**src/rtl/cnn_pkg.sv**
```systemverilog
// Shared CNN front-end definitions: default image geometry, kernel size and
// the window-generator FSM state type.
package cnn_pkg;

  localparam int unsigned DEF_DATA_W = 8;
  localparam int unsigned DEF_IMG_W  = 28;
  localparam int unsigned DEF_IMG_H  = 28;
  localparam int unsigned K          = 3;

  typedef enum logic [1:0] {
    IDLE   = 2'd0,
    FILL   = 2'd1,
    STREAM = 2'd2,
    DONE   = 2'd3
  } wingen_state_t;

endpackage

```
**src/rtl/line_buffer_ram.sv**
```systemverilog
// One image row of pixel storage: asynchronous read, synchronous write on a
// single shared address. Reading during a write returns the old word, so the
// caller can forward the previous row's pixel in the same cycle.
// Ports:
//   clk       rising-edge clock
//   i_we      write enable
//   i_addr    column address (read and write)
//   i_wdata   write data
//   o_rdata_c combinational read data at i_addr
module line_buffer_ram #(
  parameter int unsigned DATA_W = 8,
  parameter int unsigned DEPTH  = 28
) (
  input  logic                     clk,
  input  logic                     i_we,
  input  logic [$clog2(DEPTH)-1:0] i_addr,
  input  logic [DATA_W-1:0]        i_wdata,
  output logic [DATA_W-1:0]        o_rdata_c
);

  logic [DATA_W-1:0] r_mem [DEPTH];

  // Write port; no reset, contents are always rewritten before use.
  always_ff @(posedge clk) begin
    if (i_we) begin
      r_mem[i_addr] <= i_wdata;
    end
  end

  assign o_rdata_c = r_mem[i_addr];

endmodule

```
**src/rtl/conv_window_gen.sv**
```systemverilog
// Streaming 3x3 sliding-window generator (no padding, stride 1). Buffers the
// two previous rows in line buffers and emits one window per valid position
// through a single valid/ready output register.
// Optional feature macro: WINGEN_COORD_EN adds win_row/win_col outputs.
// Ports:
//   clk, reset            clock, synchronous active-high reset
//   in_valid/in_ready     pixel handshake (in_ready is combinational)
//   in_pixel              raster-order pixel
//   win_valid/win_ready   window handshake
//   win_data              window, element (r,c) at [(r*3+c)*DATA_W +: DATA_W]
//   frame_done            one-cycle pulse after the last window is taken
//   win_row/win_col       window coordinates (WINGEN_COORD_EN only)
module conv_window_gen
  import cnn_pkg::*;
#(
  parameter int unsigned DATA_W = DEF_DATA_W,
  parameter int unsigned IMG_W  = DEF_IMG_W,
  parameter int unsigned IMG_H  = DEF_IMG_H
) (
  input  logic                    clk,
  input  logic                    reset,
  input  logic                    in_valid,
  output logic                    in_ready,
  input  logic [DATA_W-1:0]       in_pixel,
  output logic                    win_valid,
  input  logic                    win_ready,
  output logic [K*K*DATA_W-1:0]   win_data,
  output logic                    frame_done
`ifdef WINGEN_COORD_EN
  ,
  output logic [$clog2(IMG_H)-1:0] win_row,
  output logic [$clog2(IMG_W)-1:0] win_col
`endif
);

  localparam int unsigned COL_W = $clog2(IMG_W);
  localparam int unsigned ROW_W = $clog2(IMG_H);

  wingen_state_t          r_state;
  wingen_state_t          w_state_nxt;
  logic [COL_W-1:0]       r_col;
  logic [ROW_W-1:0]       r_row;
  logic                   r_win_valid;
  logic [K*K*DATA_W-1:0]  r_win_data;
  logic                   r_frame_done;
  logic                   w_frame_done_nxt;
  logic                   w_in_ready;
  logic                   w_accept;
  logic                   w_last_col;
  logic                   w_last_row;
  logic                   w_win_load;
  logic [DATA_W-1:0]      w_lb0_rd;
  logic [DATA_W-1:0]      w_lb1_rd;
  logic [DATA_W-1:0]      w_new_col [K];
  logic [DATA_W-1:0]      r_hist [K][2];
  logic [K*K*DATA_W-1:0]  w_win_next;

  assign w_in_ready = !reset && (r_state != DONE) && (!r_win_valid || win_ready);
  assign w_accept   = in_valid && w_in_ready;
  assign w_last_col = (r_col == COL_W'(IMG_W - 1));
  assign w_last_row = (r_row == ROW_W'(IMG_H - 1));
  assign w_win_load = w_accept && (r_row >= ROW_W'(2)) && (r_col >= COL_W'(2));

  // lb0 holds the previous row, lb1 the row before it.
  line_buffer_ram #(.DATA_W(DATA_W), .DEPTH(IMG_W)) u_lb0 (
    .clk       (clk),
    .i_we      (w_accept),
    .i_addr    (r_col),
    .i_wdata   (in_pixel),
    .o_rdata_c (w_lb0_rd)
  );

  line_buffer_ram #(.DATA_W(DATA_W), .DEPTH(IMG_W)) u_lb1 (
    .clk       (clk),
    .i_we      (w_accept),
    .i_addr    (r_col),
    .i_wdata   (w_lb0_rd),
    .o_rdata_c (w_lb1_rd)
  );

  // Incoming right-hand column, top (oldest row) to bottom.
  always_comb begin
    w_new_col[0] = w_lb1_rd;
    w_new_col[1] = w_lb0_rd;
    w_new_col[2] = in_pixel;
  end

  // Two previous columns of the window; the third is the incoming column.
  // Stale columns after a row wrap or reset are shifted out by col 2.
  always_ff @(posedge clk) begin
    if (w_accept) begin
      for (int r = 0; r < int'(K); r++) begin
        r_hist[r][0] <= r_hist[r][1];
        r_hist[r][1] <= w_new_col[r];
      end
    end
  end

  // Window as it will look after the current accept.
  always_comb begin
    w_win_next = '0;
    for (int r = 0; r < int'(K); r++) begin
      w_win_next[(r*3 + 0)*DATA_W +: DATA_W] = r_hist[r][0];
      w_win_next[(r*3 + 1)*DATA_W +: DATA_W] = r_hist[r][1];
      w_win_next[(r*3 + 2)*DATA_W +: DATA_W] = w_new_col[r];
    end
  end

  // Raster position of the next pixel to be accepted.
  always_ff @(posedge clk) begin
    if (reset) begin
      r_col <= '0;
      r_row <= '0;
    end else if (w_accept) begin
      if (w_last_col) begin
        r_col <= '0;
        r_row <= w_last_row ? '0 : r_row + ROW_W'(1);
      end else begin
        r_col <= r_col + COL_W'(1);
      end
    end
  end

  // FSM state register.
  always_ff @(posedge clk) begin
    if (reset) begin
      r_state <= IDLE;
    end else begin
      r_state <= w_state_nxt;
    end
  end

  // FSM next state and frame_done request.
  always_comb begin
    w_state_nxt      = r_state;
    w_frame_done_nxt = 1'b0;
    case (r_state)
      IDLE: begin
        if (w_accept) w_state_nxt = FILL;
      end
      FILL: begin
        if (w_accept && w_last_col && (r_row == ROW_W'(1))) w_state_nxt = STREAM;
      end
      STREAM: begin
        if (w_accept && w_last_col && w_last_row) w_state_nxt = DONE;
      end
      DONE: begin
        // Leave once the final window is gone or is being taken now.
        if (!r_win_valid || win_ready) begin
          w_state_nxt      = IDLE;
          w_frame_done_nxt = 1'b1;
        end
      end
      default: w_state_nxt = IDLE;
    endcase
  end

  // Output register: loads on a completing accept, holds under backpressure.
  always_ff @(posedge clk) begin
    if (reset) begin
      r_win_valid  <= 1'b0;
      r_win_data   <= '0;
      r_frame_done <= 1'b0;
    end else begin
      r_frame_done <= w_frame_done_nxt;
      if (w_win_load) begin
        r_win_valid <= 1'b1;
        r_win_data  <= w_win_next;
      end else if (win_ready) begin
        r_win_valid <= 1'b0;
      end
    end
  end

`ifdef WINGEN_COORD_EN
  logic [ROW_W-1:0] r_win_row;
  logic [COL_W-1:0] r_win_col;

  // Coordinates travel with win_data.
  always_ff @(posedge clk) begin
    if (reset) begin
      r_win_row <= '0;
      r_win_col <= '0;
    end else if (w_win_load) begin
      r_win_row <= r_row - ROW_W'(2);
      r_win_col <= r_col - COL_W'(2);
    end
  end

  assign win_row = r_win_row;
  assign win_col = r_win_col;
`endif

  assign in_ready   = w_in_ready;
  assign win_valid  = r_win_valid;
  assign win_data   = r_win_data;
  assign frame_done = r_frame_done;

endmodule

```
**config.mk**
```make
export PLATFORM = sky130hd
export DESIGN_NAME = conv_window_gen
export DESIGN_NICKNAME = d
export VERILOG_FILES = /design/src/rtl/cnn_pkg.sv /design/src/rtl/line_buffer_ram.sv /design/src/rtl/conv_window_gen.sv
export SDC_FILE = /design/constraint.sdc
export NUM_CORES = 1
export LEC_CHECK = 0
export ABC_AREA = 1
export BUFFER_PORTS_ARGS = -buffer_cell sky130_fd_sc_hd__buf_2
export CAP_MARGIN = 20
export CORE_MARGIN = 4
export CORE_UTILIZATION = 40
export CTS_BUF_LIST = sky130_fd_sc_hd__clkbuf_8 sky130_fd_sc_hd__clkbuf_16
export CTS_CLUSTER_DIAMETER = 50
export CTS_CLUSTER_SIZE = 10
export DETAILED_ROUTE_END_ITERATION = 8
export MAX_ROUTING_LAYER = met4
export SETUP_SLACK_MARGIN = 0.2
export SYNTH_ARGS = -nofsm -noshare
export SYNTH_HDL_FRONTEND = slang
export SYNTH_HIERARCHICAL = 1
export SYNTH_SLANG_ARGS = --single-unit
```
**constraint.sdc**
```tcl
create_clock -name clk -period 6.1 [get_ports clk]
set_input_delay 1.22 -clock clk [delete_from_list [all_inputs] [get_ports clk]]
set_output_delay 1.22 -clock clk [all_outputs]
set_load 0.05 [all_outputs]
```
# == Word level (Yosys, flattened, before mapping) ==
# Memory sizes are Yosys's and may differ from the RTL's. A register that Yosys moved wholly into a read port is not among the register bits.
# Cells that the tools add are included.
# word_totals
mem_count,3
ramBits,496
ff_bits,86
output_inout_bits,75
# memory_table
memory,words,width,rd,rd_clocked_by_memory_dff,write_ports,line_no,rtl
u_lb0.r_mem,28,8,1,1,1,line_buffer_ram.sv:21,logic [DATA_W-1:0] r_mem [DEPTH];
u_lb1.r_mem,28,8,1,1,1,line_buffer_ram.sv:21,
r_hist,3,16,3,0,3,conv_window_gen.sv:55,logic [DATA_W-1:0] r_hist [K][2];
# op_classes
n_reduce_logical,16
addsub,2
n_bitwise,1
n_lt_le_gt_ge,2
muxes,16
n_eq_ne,11
# op_table
cell,n
5-bit two-way mux,6
5-bit by 1-bit adder with 5-bit output (second input constant),2
5-bit equality test (second input constant),2
5-bit by 2-bit >= comparator with 1-bit output (second input constant),2
2-bit != test (second input constant),5
1-bit logical AND,8
2-bit two-way mux,4
2-bit case mux with 4 select lines,1
5-bit by 1-bit equality test with 1-bit output (second input constant),1
1-bit two-way mux,5
2-bit equality test (second input constant),2
4-bit AND reduction,1
2-bit by 1-bit equality test with 1-bit output (second input constant),1
1-bit zero test,2
2-bit zero test,1
2-bit AND reduction,1
2-bit nonzero test,1
2-bit OR reduction,1
1-bit logical OR,1
1-bit NOT,1

# == Longest topological paths before layout ==
# depth
word_depth,8
mapped_depth,14
ltp_nobuf,11

# == Modules after synthesis ==
# Netlist, hierarchy kept.
# by_module_without_submodules
mod,area_each_um2,instances,seq_area_each_um2,cells_each
line_buffer_ram,9414.0,2,6726.5,909
conv_window_gen,4842.1,1,3163.0,476

# == Worst setup path before layout ==
# No wires, ideal clock.
# synth_timing
path_kind,input-to-reg
from,in win_ready
to,"mem u_lb0.r_mem[13][0], enable pin"
stages,6
path_buffers,0
required_time_ps,5730
slack_ps,2536
arrival_ps,3194
cell_sequence,inv_1 > nand2_1 > nand2_2 > nor2_4 > nand3_1 > nor2_1
# synth_between
elab_chain_cells,5
# synth_rtl
element,line_no,rtl
start: declaration,conv_window_gen.sv:26,"input logic win_ready,"
1-bit logical OR,conv_window_gen.sv:58,assign w_in_ready = !reset && (r_state != DONE) && (!r_win_valid || win_ready);
1-bit logical AND,conv_window_gen.sv:58,
1-bit logical AND,conv_window_gen.sv:59,assign w_accept = in_valid && w_in_ready;
net w_accept,conv_window_gen.sv:48,logic w_accept;
1-bit two-way mux,line_buffer_ram.sv:25,if (i_we) begin
1-bit two-way mux (implied by the code),line_buffer_ram.sv:26,r_mem[i_addr] <= i_wdata;
end: declaration,line_buffer_ram.sv:21,
# The timed path passes the listed nets, and every way through them passes these cells.

# == Worst setup path after layout ==
# layout_timing
from,reg r_col[0]
to,"reg r_win_data[43], in the netlist win_data[43]"
# layout_between
elab_chain_cells,2
# layout_rtl
element,line_no,rtl
start: declaration,conv_window_gen.sv:41,logic [COL_W-1:0] r_col;
start signal: assignment,conv_window_gen.sv:119,r_col <= r_col + COL_W'(1);
5-bit by 2-bit >= comparator with 1-bit output,conv_window_gen.sv:62,assign w_win_load = w_accept && (r_row >= ROW_W'(2)) && (r_col >= COL_W'(2));
1-bit logical AND,conv_window_gen.sv:62,
end signal: assignment,conv_window_gen.sv:168,r_win_data <= w_win_next;
end: declaration,conv_window_gen.sv:44,logic [K*K*DATA_W-1:0] r_win_data;
# Every way passes these cells.
# A chain may end at the register's enable or synchronous reset.

==> results.json <==
{
  "netlist_instances": 2294,
  "rsz_0062_raised_after_global_routing": "no",
  "count_of_flip_flops_with_a_built_in_enable_after_synthesis": 496,
  "numClockSinks": 582,
  "cp.arrival_ns": 4.21,
  "cp.required_ns": 6.54,
  "cellPowerDensity_mw_per_mm2": 333,
  "synth.yosys.seq_area_share": 0.702,
  "min-delay-path-class": "reg2reg",
  "worstSkewPairLatency_ns": 0.59,
  "synth_async_sr_flop_share": 0,
  "via_count_of_the_first_global_routing_pass": 15200,
  "postCtsSetupBuffers": 0,
  "final-setup-viol-count": 0,
  "filler_cells_inserted": 5346,
  "rows": 88,
  "synthesis.area_per_instance_sq_um": 10.3,
  "num-nets-final": 2395,
  "grt.total_usage": 0.179,
  "final_hold_viol_count": 0,
  "port-buffer-count": 86,
  "initial_utilization": 0.407,
  "cts_h_tree_lvls": 3,
  "yosysWarnings": 6,
  "critical_path.endpoint_type": "flop",
  "placeable_core_region_sq_mm": 0.0581,
  "rr_worst_depth": 13,
  "maxCapViolCount": 0,
  "area_growth_syn_to_layout_pct": 13.0,
  "p_leak_nw": 10.7,
  "design.portCount": 87,
  "result_of_the_run": "complete, no violations",
  "die_x_microns": 251,
  "detail_route.wl_per_cell_microns": 17.5,
  "layout.core_utilization": 0.460,
  "synth.ff_latch_count": 582,
  "critical_path.startpoint": "r_col[0]$_SDFFE_PP0N_",
  "half_perimeter_wire_length_after_detailed_placement_microns": 34200,
  "final_design_area_no_fill_sq_mm": 0.0267,
  "type_of_the_setup_path_with_the_least_slack": "reg2reg",
  "drt_pass1_iterations": 6,
  "finalClockSkew_ns": 0.0248,
  "post-route-drc-count": 0,
  "ys_dominant_reg_cell": "sky130_fd_sc_hd__edfxtp_1",
  "drt-total-wl_microns": 55600,
  "grt_first_pass_wirelength_microns": 86200,
  "synth_fp_nets": 2316,
  "drt_first_iter_violations": 1167,
  "gpl.final_weighted_congestion": 0.887,
  "max_slew.worst_pin.slew_ns": 1.04,
  "grt_overflow": 0,
  "timing.max_slew.rel_slack": 0.304,
  "post_cts_resize_count": 0,
  "antenna_found_initial": 0,
  "crit_fanout": 60,
  "cts.path.max_buffers": 3,
  "min-delay-start": "win_data[50]$_SDFFE_PP0P_",
  "timing_max_transition_violations_final": 0,
  "synth_cell_types": 26,
  "placement.cell_area_sq_mm": 0.0247,
  "multiInputGateArea_sq_mm": 0.00607,
  "syn_area_sq_mm": 0.0237,
  "clk_pin_slew_ns": 0.05,
  "num_vias": 15700,
  "fin_setup_tns_ns": 0,
  "critical_path.startpoint_type": "flop",
  "worst_hold_path.num_cells": 2,
  "vdd_drop_max_v": 0.000189,
  "layout-drive-gt1-share": 0.0909,
  "hold_buffer_count_at_cts": 0,
  "fp.dieH_microns": 251,
  "clock_tree_from_tritoncts": "done",
  "area.sequential_sq_mm": 0.0166,
  "detail_route.vias_per_cell": 4.96,
  "cts-buffers-inserted": 70,
  "timing.fmax_mhz": 266,
  "antenna-diode-count": 0,
  "antenna_violating_nets_post_route": 0,
  "timing.final.crit_period_ns": 3.76,
  "r2r-start": "r_col[0]$_SDFFE_PP0N_",
  "grt_max_degree": 78,
  "clockRootBuffer": "sky130_fd_sc_hd__clkbuf_16",
  "min_period_over_period": 0.617,
  "die_area_sq_mm": 0.0631
}
## flip-flops by register name (all words and copies together), names as in the netlist
name,flops
frame_done,1
r_col,5
r_hist,48
r_row,5
r_state,2
u_lb0/r_mem,224
u_lb1/r_mem,224
win_data,72
win_valid,1
## cell families after synthesis
logic type | synth area share
AO/OA/AOI/OAI | 0.0325
XOR/XNOR | 0.000370
buffers and inverters | 0.0417
flip-flops | 0.702
adder cells (fa/ha/maj) | 0.00529
AND/OR/NAND/NOR | 0.218
## cell usage after synthesis (all sizes together), types with 2 or more instances
library cell,number,area [sq um]
clkinv,2,7.51
nor2,143,559
nand2,1139,4280
edfxtp,496,14900
dfxtp,86,1720
o21ai,73,365
nor3,17,135
buf,62,413
inv,116,435
a21oi,79,395
clkbuf,35,131
nand4,5,31.3
nand3,28,153
ha,10,125
## per-layer routing
layer,track usage,part of all wire
met1,0.245,0.45
met2,0.278,0.47
met3,0.0280,0.065
met4,0.0575,0.022
met5,-,0
## final timing paths
check        slack, ns                   endpoint
max               2.34  win_data[43]$_SDFFE_PP0P_
min               0.44  win_data[50]$_SDFFE_PP0P_
max reg2reg       2.34  win_data[43]$_SDFFE_PP0P_
min reg2reg       0.44  win_data[50]$_SDFFE_PP0P_
## where the power goes
part | internal, mW | switching [mW] | leakage, nW
combinational | 0.153 | 0.554 | 4.46
clock | 2.21 | 1.49 | 1.08
sequential | 4.44 | 0.0398 | 5.18
## layout make-up
class | count | share of cell area
timing repair buffer | 104 | 0.0221
tap | 765 | 0.0358
clock buffer | 75 | 0.0698
inverter | 118 | 0.0166
sequential | 582 | 0.622
clock inverter | 33 | 0.00683
multi-input combinational | 1497 | 0.227
## cell usage in the layout, fill, tap and decap left out, drive strengths merged
cell type,instances
inv,144
a21oi,79
nor3,17
nand2,1139
edfxtp,496
clkinv,3
o21ai,73
o32ai,1
clkinvlp,3
buf,104
dfxtp,86
clkbuf,75
nand4,5
nor2,143
nor3b,1
nand3,28
xor2,1
ha,10
bufinv,1
## per-stage QoR
stage               power, mW  hold slack (ns)  worst slack, ns  instances
floorplan                4.99            0.421             2.54       2294
global placement         5.26            0.430             2.20       3065
detailed placement       5.27            0.429             2.11       3065
CTS                      8.98            0.440             2.38       3173
global route             9.24            0.447             2.10       3174
finish                   8.89            0.440             2.34       3174
## worst max-delay path, cell delays in order (launching register included)
cell                      delay [ns]
sky130_fd_sc_hd__dfxtp_4        0.79
sky130_fd_sc_hd__inv_2          0.48
sky130_fd_sc_hd__buf_12         0.33
sky130_fd_sc_hd__nand2_1        0.11
sky130_fd_sc_hd__nand2_1        0.05
sky130_fd_sc_hd__nand2_1        0.05
sky130_fd_sc_hd__nand2_1        0.09
sky130_fd_sc_hd__nand2_1        0.06
sky130_fd_sc_hd__nand2_1        0.08
sky130_fd_sc_hd__nor2_1         0.17
sky130_fd_sc_hd__nand2_1        0.62
sky130_fd_sc_hd__buf_4          0.47
sky130_fd_sc_hd__o21ai_0        0.18
sky130_fd_sc_hd__a21oi_1        0.06
Note: power is estimated with default switching activity, not from simulation.
